--- config.mk ---
export PLATFORM = sky130hd
export DESIGN_NAME = fir_coeff_loader
export DESIGN_NICKNAME = d
export VERILOG_FILES = /design/src/rtl/fir_coeff_loader.sv
export SDC_FILE = /design/constraint.sdc
export NUM_CORES = 1
export LEC_CHECK = 0
export ABC_CLOCK_PERIOD_IN_PS = 20900
export BUFFER_PORTS_ARGS = -buffer_cell sky130_fd_sc_hd__buf_2
export CAP_MARGIN = 10
export CORE_MARGIN = 1.5
export CORE_UTILIZATION = 30
export CTS_CLUSTER_SIZE = 40
export DETAILED_ROUTE_END_ITERATION = 6
export GPL_TIMING_DRIVEN = 0
export SLEW_MARGIN = 30
export SYNTH_ARGS = -nofsm -noshare
export SYNTH_HDL_FRONTEND = slang
export SYNTH_SLANG_ARGS = --single-unit
--- constraint.sdc ---
create_clock -name clk -period 20.9 [get_ports clk]
set_input_delay 3.135 -clock clk [delete_from_list [all_inputs] [get_ports clk]]
set_output_delay 3.135 -clock clk [all_outputs]
set_load 0.05 [all_outputs]
--- src/rtl/fir_coeff_loader.sv ---
// fir_coeff_loader: streams FIR coefficients into a shadow bank. On a commit
// request, the whole bank is copied to the active taps on the next sample
// strobe, so the filter never sees a mix of old and new taps.
module fir_coeff_loader #(
  parameter int N_COEFF = 9,
  parameter int COEFF_W = 32
) (
  input  logic                                clk,
  input  logic                                rst,
  input  logic                                ce,
  input  logic [COEFF_W-1:0]                  is32_wr_data,
  input  logic                                i_wr_valid,
  output logic                                o_wr_ready,
  input  logic                                i_commit,
  input  logic                                i_clear,
  output logic                                o_commit_done,
  output logic                                o_commit_err,
  output logic                                o_pending,
  output logic [$clog2(N_COEFF+1)-1:0]        o_wr_index,
  output logic [N_COEFF*COEFF_W-1:0]          os_coeff
);

  localparam int IDX_W = $clog2(N_COEFF + 1);
  localparam logic [IDX_W-1:0] LAST_IDX = IDX_W'(N_COEFF - 1);

  typedef enum logic [1:0] {
    LOAD    = 2'd0,
    FULL    = 2'd1,
    PENDING = 2'd2
  } state_t;

  state_t             state_reg;
  logic [IDX_W-1:0]   idx_reg;
  logic               done_reg;
  logic               err_reg;
  logic [COEFF_W-1:0] shadow_reg [N_COEFF];
  logic [COEFF_W-1:0] active_reg [N_COEFF];

  // Loader FSM: accepts words, arbitrates commit/clear, and swaps the active
  // bank on the first sample strobe seen while a commit is pending. Clear takes
  // priority over everything except reset; the shadow data is never cleared,
  // so a bank can be recommitted after a reload.
  always_ff @(posedge clk) begin
    if (rst) begin
      state_reg <= LOAD;
      idx_reg   <= '0;
      done_reg  <= 1'b0;
      err_reg   <= 1'b0;
      for (int k = 0; k < N_COEFF; k++) begin
        active_reg[k] <= '0;
      end
    end else begin
      done_reg <= 1'b0;
      err_reg  <= 1'b0;
      if (i_clear) begin
        state_reg <= LOAD;
        idx_reg   <= '0;
      end else begin
        case (state_reg)
          LOAD: begin
            if (i_wr_valid) begin
              shadow_reg[idx_reg] <= is32_wr_data;
              idx_reg             <= idx_reg + 1'b1;
              if (idx_reg == LAST_IDX) begin
                state_reg <= FULL;
              end
            end
            // A commit before the bank is complete is rejected.
            if (i_commit) begin
              err_reg <= 1'b1;
            end
          end
          FULL: begin
            if (i_commit) begin
              state_reg <= PENDING;
            end
          end
          PENDING: begin
            if (ce) begin
              for (int k = 0; k < N_COEFF; k++) begin
                active_reg[k] <= shadow_reg[k];
              end
              done_reg  <= 1'b1;
              idx_reg   <= '0;
              state_reg <= LOAD;
            end
          end
          default: begin
            state_reg <= LOAD;
            idx_reg   <= '0;
          end
        endcase
      end
    end
  end

  assign o_wr_ready    = (state_reg == LOAD);
  assign o_pending     = (state_reg == PENDING);
  assign o_commit_done = done_reg;
  assign o_commit_err  = err_reg;
  assign o_wr_index    = idx_reg;

  // Tap k sits at bit offset COEFF_W*k of the flattened coefficient bus.
  generate
    for (genvar gi = 0; gi < N_COEFF; gi++) begin : g_tap
      assign os_coeff[gi*COEFF_W +: COEFF_W] = active_reg[gi];
    end
  endgenerate

endmodule
==> results.py <==
metrics = {
    "floorplanning": {
        "die-area_sq_um": 67580,
        "initial_core_utilization_pct": 30.24,
        "die_extent_in_y_um": 260.0,
        "die-width_um": 260.0,
        "floorplan.io_pins": 334,
        "fp.coreArea_sq_um": 65510,
        "rows": 94,
    },
    "clock_network": {
        "post-cts-setup-buffer-count": 0,
        "tritoncts.num_buffers": 59,
        "path_clk_slew_ns": 0.06,
        "cts_tree": "built",
        "insertion_delay_ns": 0.61,
        "cts-htree-levels": 2,
        "clock_sink_count": 584,
        "number_of_gates_given_a_new_drive_strength_after_cts": 0,
        "cts.path.max_buffers": 3,
        "postCtsHoldBufs": 0,
        "root_buffer": "sky130_fd_sc_hd__clkbuf_16",
    },
    "layout": {
        "area_delta_synth_final_pct": 26.70,
        "nFillCells": 6005,
        "post_route_cells_drive_above_1_share_pct": 34.77,
        "finalNonFillerCells": 2302,
        "nNetsFinal": 1428,
        "final_common_cell": "sky130_fd_sc_hd__edfxtp_1",
        "final_cell_mix": "sky130_fd_sc_hd__edfxtp_1, sky130_fd_sc_hd__buf_2, sky130_fd_sc_hd__and2_1, sky130_fd_sc_hd__clkbuf_16, sky130_fd_sc_hd__clkbuf_2",
    },
    "worst_setup_path": {
        "startpoint_type": "primary input",
        "worst_ep_required_time_ns": 21.21,
        "worstPathMaxFanout": 7,
        "timing.critical_path.arrival_ns": 5.16,
        "critical_path.slowest_cell": "sky130_fd_sc_hd__or4_4",
        "critical_path_s_largest_stage_delay_ns": 0.49,
        "cp_cell_sequence": "buf_2 > or2_1 > buf_6 > or4_4 > nor3_2 > buf_6 > buf_4 > buf_4",
        "crit_path_end_kind": "flop",
        "crit_type": "primary input to flop",
        "timing.critical_path.max_delay_family": "simple AND/OR/NAND/NOR gates",
        "worstPathBufferInverterCount": 5,
    },
    "logic_synthesis": {
        "sequential_area_share_after_synthesis_pct": 88.13,
        "synthDistinctLibCells": 33,
        "syn-cell-area_sq_um": 19810,
        "synth.avg_cell_area_sq_um": 20.57,
        "yosys_warnings": 0,
        "synth_nets": 1005,
        "yosys_reg_bits": 584,
        "postSynthCellCount": 963,
    },
    "drt": {
        "routed_wire_length_per_instance_um": 20.07,
        "drt_iter0_markers": 654,
        "wl_um": 46210,
        "detailedRoute.firstPassIterationCount": 4,
        "drt.antenna.violating_nets": 0,
        "via_count": 9492,
        "detail_route.vias_per_cell": 4.123,
        "drcViolationCount": 0,
    },
    "timing": {
        "timing.final.hold_violations": 0,
        "clock.fmax_mhz": 206.3,
        "fin_ws_ns": 16.05,
        "worst-slew-pin-transition_ns": 0.6642,
        "hold_ws_ns": 0.5080,
        "slew_headroom_pct": 55.72,
        "layout_worst_path_cycle_share_pct": 23.20,
        "final.setup.tns_ns": 0,
        "finalMaxSlewViolations": 0,
        "setup_violations": 0,
        "rsz0062_at_grt": "no",
        "period_needed_ns": 4.848,
        "clock_skew_ns": 0.01029,
    },
    "grt": {
        "grt_first_pass_wirelength_um": 65390,
        "antenna_found_initial": 1,
        "grt_start_max_net_pins": 33,
        "first_global_vias": 9497,
        "grt.total_usage_pct": 13.43,
        "total_overflow_reported_by_the_global_router": 0,
    },
    "placement": {
        "placer_congestion_estimate": 0.7680,
        "dp.cells": 2189,
        "pre_cts_ws_ns": 15.37,
        "hpwlAfterDp_um": 31270,
        "port_buffers": 333,
    },
    "power_and_ir_drop": {
        "power_density_nw_per_um2": 99.13,
        "vdd.ir_drop.worst_mv": 0.07161,
        "power.total_mw": 2.488,
        "p_leak_nw": 9.524,
    },
    "hold_path": {
        "hp_class": "flop to flop",
    },
    "status": {
        "status": "complete, no violations",
    },
    "flow_run": {
        "timing.max_cap.violations": 0,
    },
}
final timing paths:
| kind | slack [ns] | endpoint | startpoint | depth (start not counted) |
|---|---|---|---|---|
| setup reg to reg | 18.27 | active_reg[0][187] | state_reg[0] | 10 |
| setup / recovery | 16.05 | shadow_reg[2][23] | i_clear | 8 |
| hold reg to reg | 0.51 | active_reg[0][109] | shadow_reg[3][13] | 1 |
| hold / removal | 0.51 | active_reg[0][109] | shadow_reg[3][13] | 1 |
cells in the mapped netlist:
cell	number	area share [%]
sky130_fd_sc_hd__edfxtp_1	576	87
sky130_fd_sc_hd__and2_1	292	9.2
sky130_fd_sc_hd__clkbuf_2	22	0.56
sky130_fd_sc_hd__dfxtp_1	8	0.81
sky130_fd_sc_hd__clkbuf_1	7	0.13
sky130_fd_sc_hd__inv_1	6	0.11
sky130_fd_sc_hd__and3_1	5	0.16
sky130_fd_sc_hd__nor2_1	5	0.095
sky130_fd_sc_hd__ha_1	4	0.25
sky130_fd_sc_hd__nand2_1	4	0.076
sky130_fd_sc_hd__nor3_1	4	0.10
sky130_fd_sc_hd__a21oi_1	3	0.076
sky130_fd_sc_hd__buf_2	2	0.051
sky130_fd_sc_hd__buf_4	2	0.076
sky130_fd_sc_hd__buf_6	2	0.11
sky130_fd_sc_hd__nand3_1	2	0.051
sky130_fd_sc_hd__nand3b_1	2	0.076
sky130_fd_sc_hd__o21a_1	2	0.076
sky130_fd_sc_hd__a211o_1	1	0.044
sky130_fd_sc_hd__a2bb2o_1	1	0.051
sky130_fd_sc_hd__a31oi_1	1	0.032
sky130_fd_sc_hd__a41o_1	1	0.051
sky130_fd_sc_hd__nand2b_1	1	0.032
sky130_fd_sc_hd__nor2_2	1	0.032
sky130_fd_sc_hd__nor2_4	1	0.057
sky130_fd_sc_hd__nor2b_4	1	0.069
sky130_fd_sc_hd__nor4_1	1	0.032
sky130_fd_sc_hd__o211a_1	1	0.051
sky130_fd_sc_hd__o21bai_1	1	0.038
sky130_fd_sc_hd__or2_1	1	0.032
sky130_fd_sc_hd__or3_1	1	0.032
sky130_fd_sc_hd__or3b_2	1	0.044
sky130_fd_sc_hd__or4_4	1	0.057
worst reg2reg max path: cells and delay by family, from the launching register on:
kind | cells | cell delay [ns]
AOI/OAI and AO/OA | 1 | 0.40
buffers and inverters | 7 | 1.36
DFF | 1 | 0.30
and+or+nand+nor | 2 | 0.27
where the power goes:
group          total (mW)  internal, mW  switching, mW
sequential           1.31          1.31        0.00621
combinational       0.133        0.0248          0.108
clock                1.04         0.602          0.441
total                2.49          1.93          0.556
per-layer routing:
layer | track usage (%) | vias to the layer above | part of all wire [%]
met2 | 22.94 | 274 | 50
met4 | 3.182 | 0 | 1.7
met5 | 0 | - | 0
li1 | - | 4405 | -
met3 | 4.045 | 60 | 7.8
met1 | 16.65 | 4753 | 40
layout make-up:
class,instances,area [sq um],area share (%)
flip-flops and latches,584,17460,69.55
repair buffers,362,2205,8.784
multi-input cells,338,2195,8.744
clock buffers,71,1614,6.431
well taps,864,1081,4.307
clock inverters,39,332.8,1.326
plain buffers,35,183.9,0.7328
inverters,6,22.52,0.08974
diodes,3,7.507,0.02991
stage by stage:
stage,instance area [sq um],util (%)
floorplan,19810,-
global route,25090,38.30
CTS,25090,38.30
finish,25100,38.31
global placement,22560,34.43
detailed placement,23140,35.33
cell families (layout without fill, tap and decap cells):
logic type / Yosys count / in the layout / synth area share [%]
flip-flops: 584 / 584 / 88.13
AND/OR/NAND/NOR: 323 / 323 / 10.16
buffers and inverters: 41 / 513 / 1.042
AO/OA/AOI/OAI: 11 / 11 / 0.4169
adder cells (fa/ha/maj): 4 / 4 / 0.2527
other: 0 / 3 / 0
(Power assumes the default switching activity.)
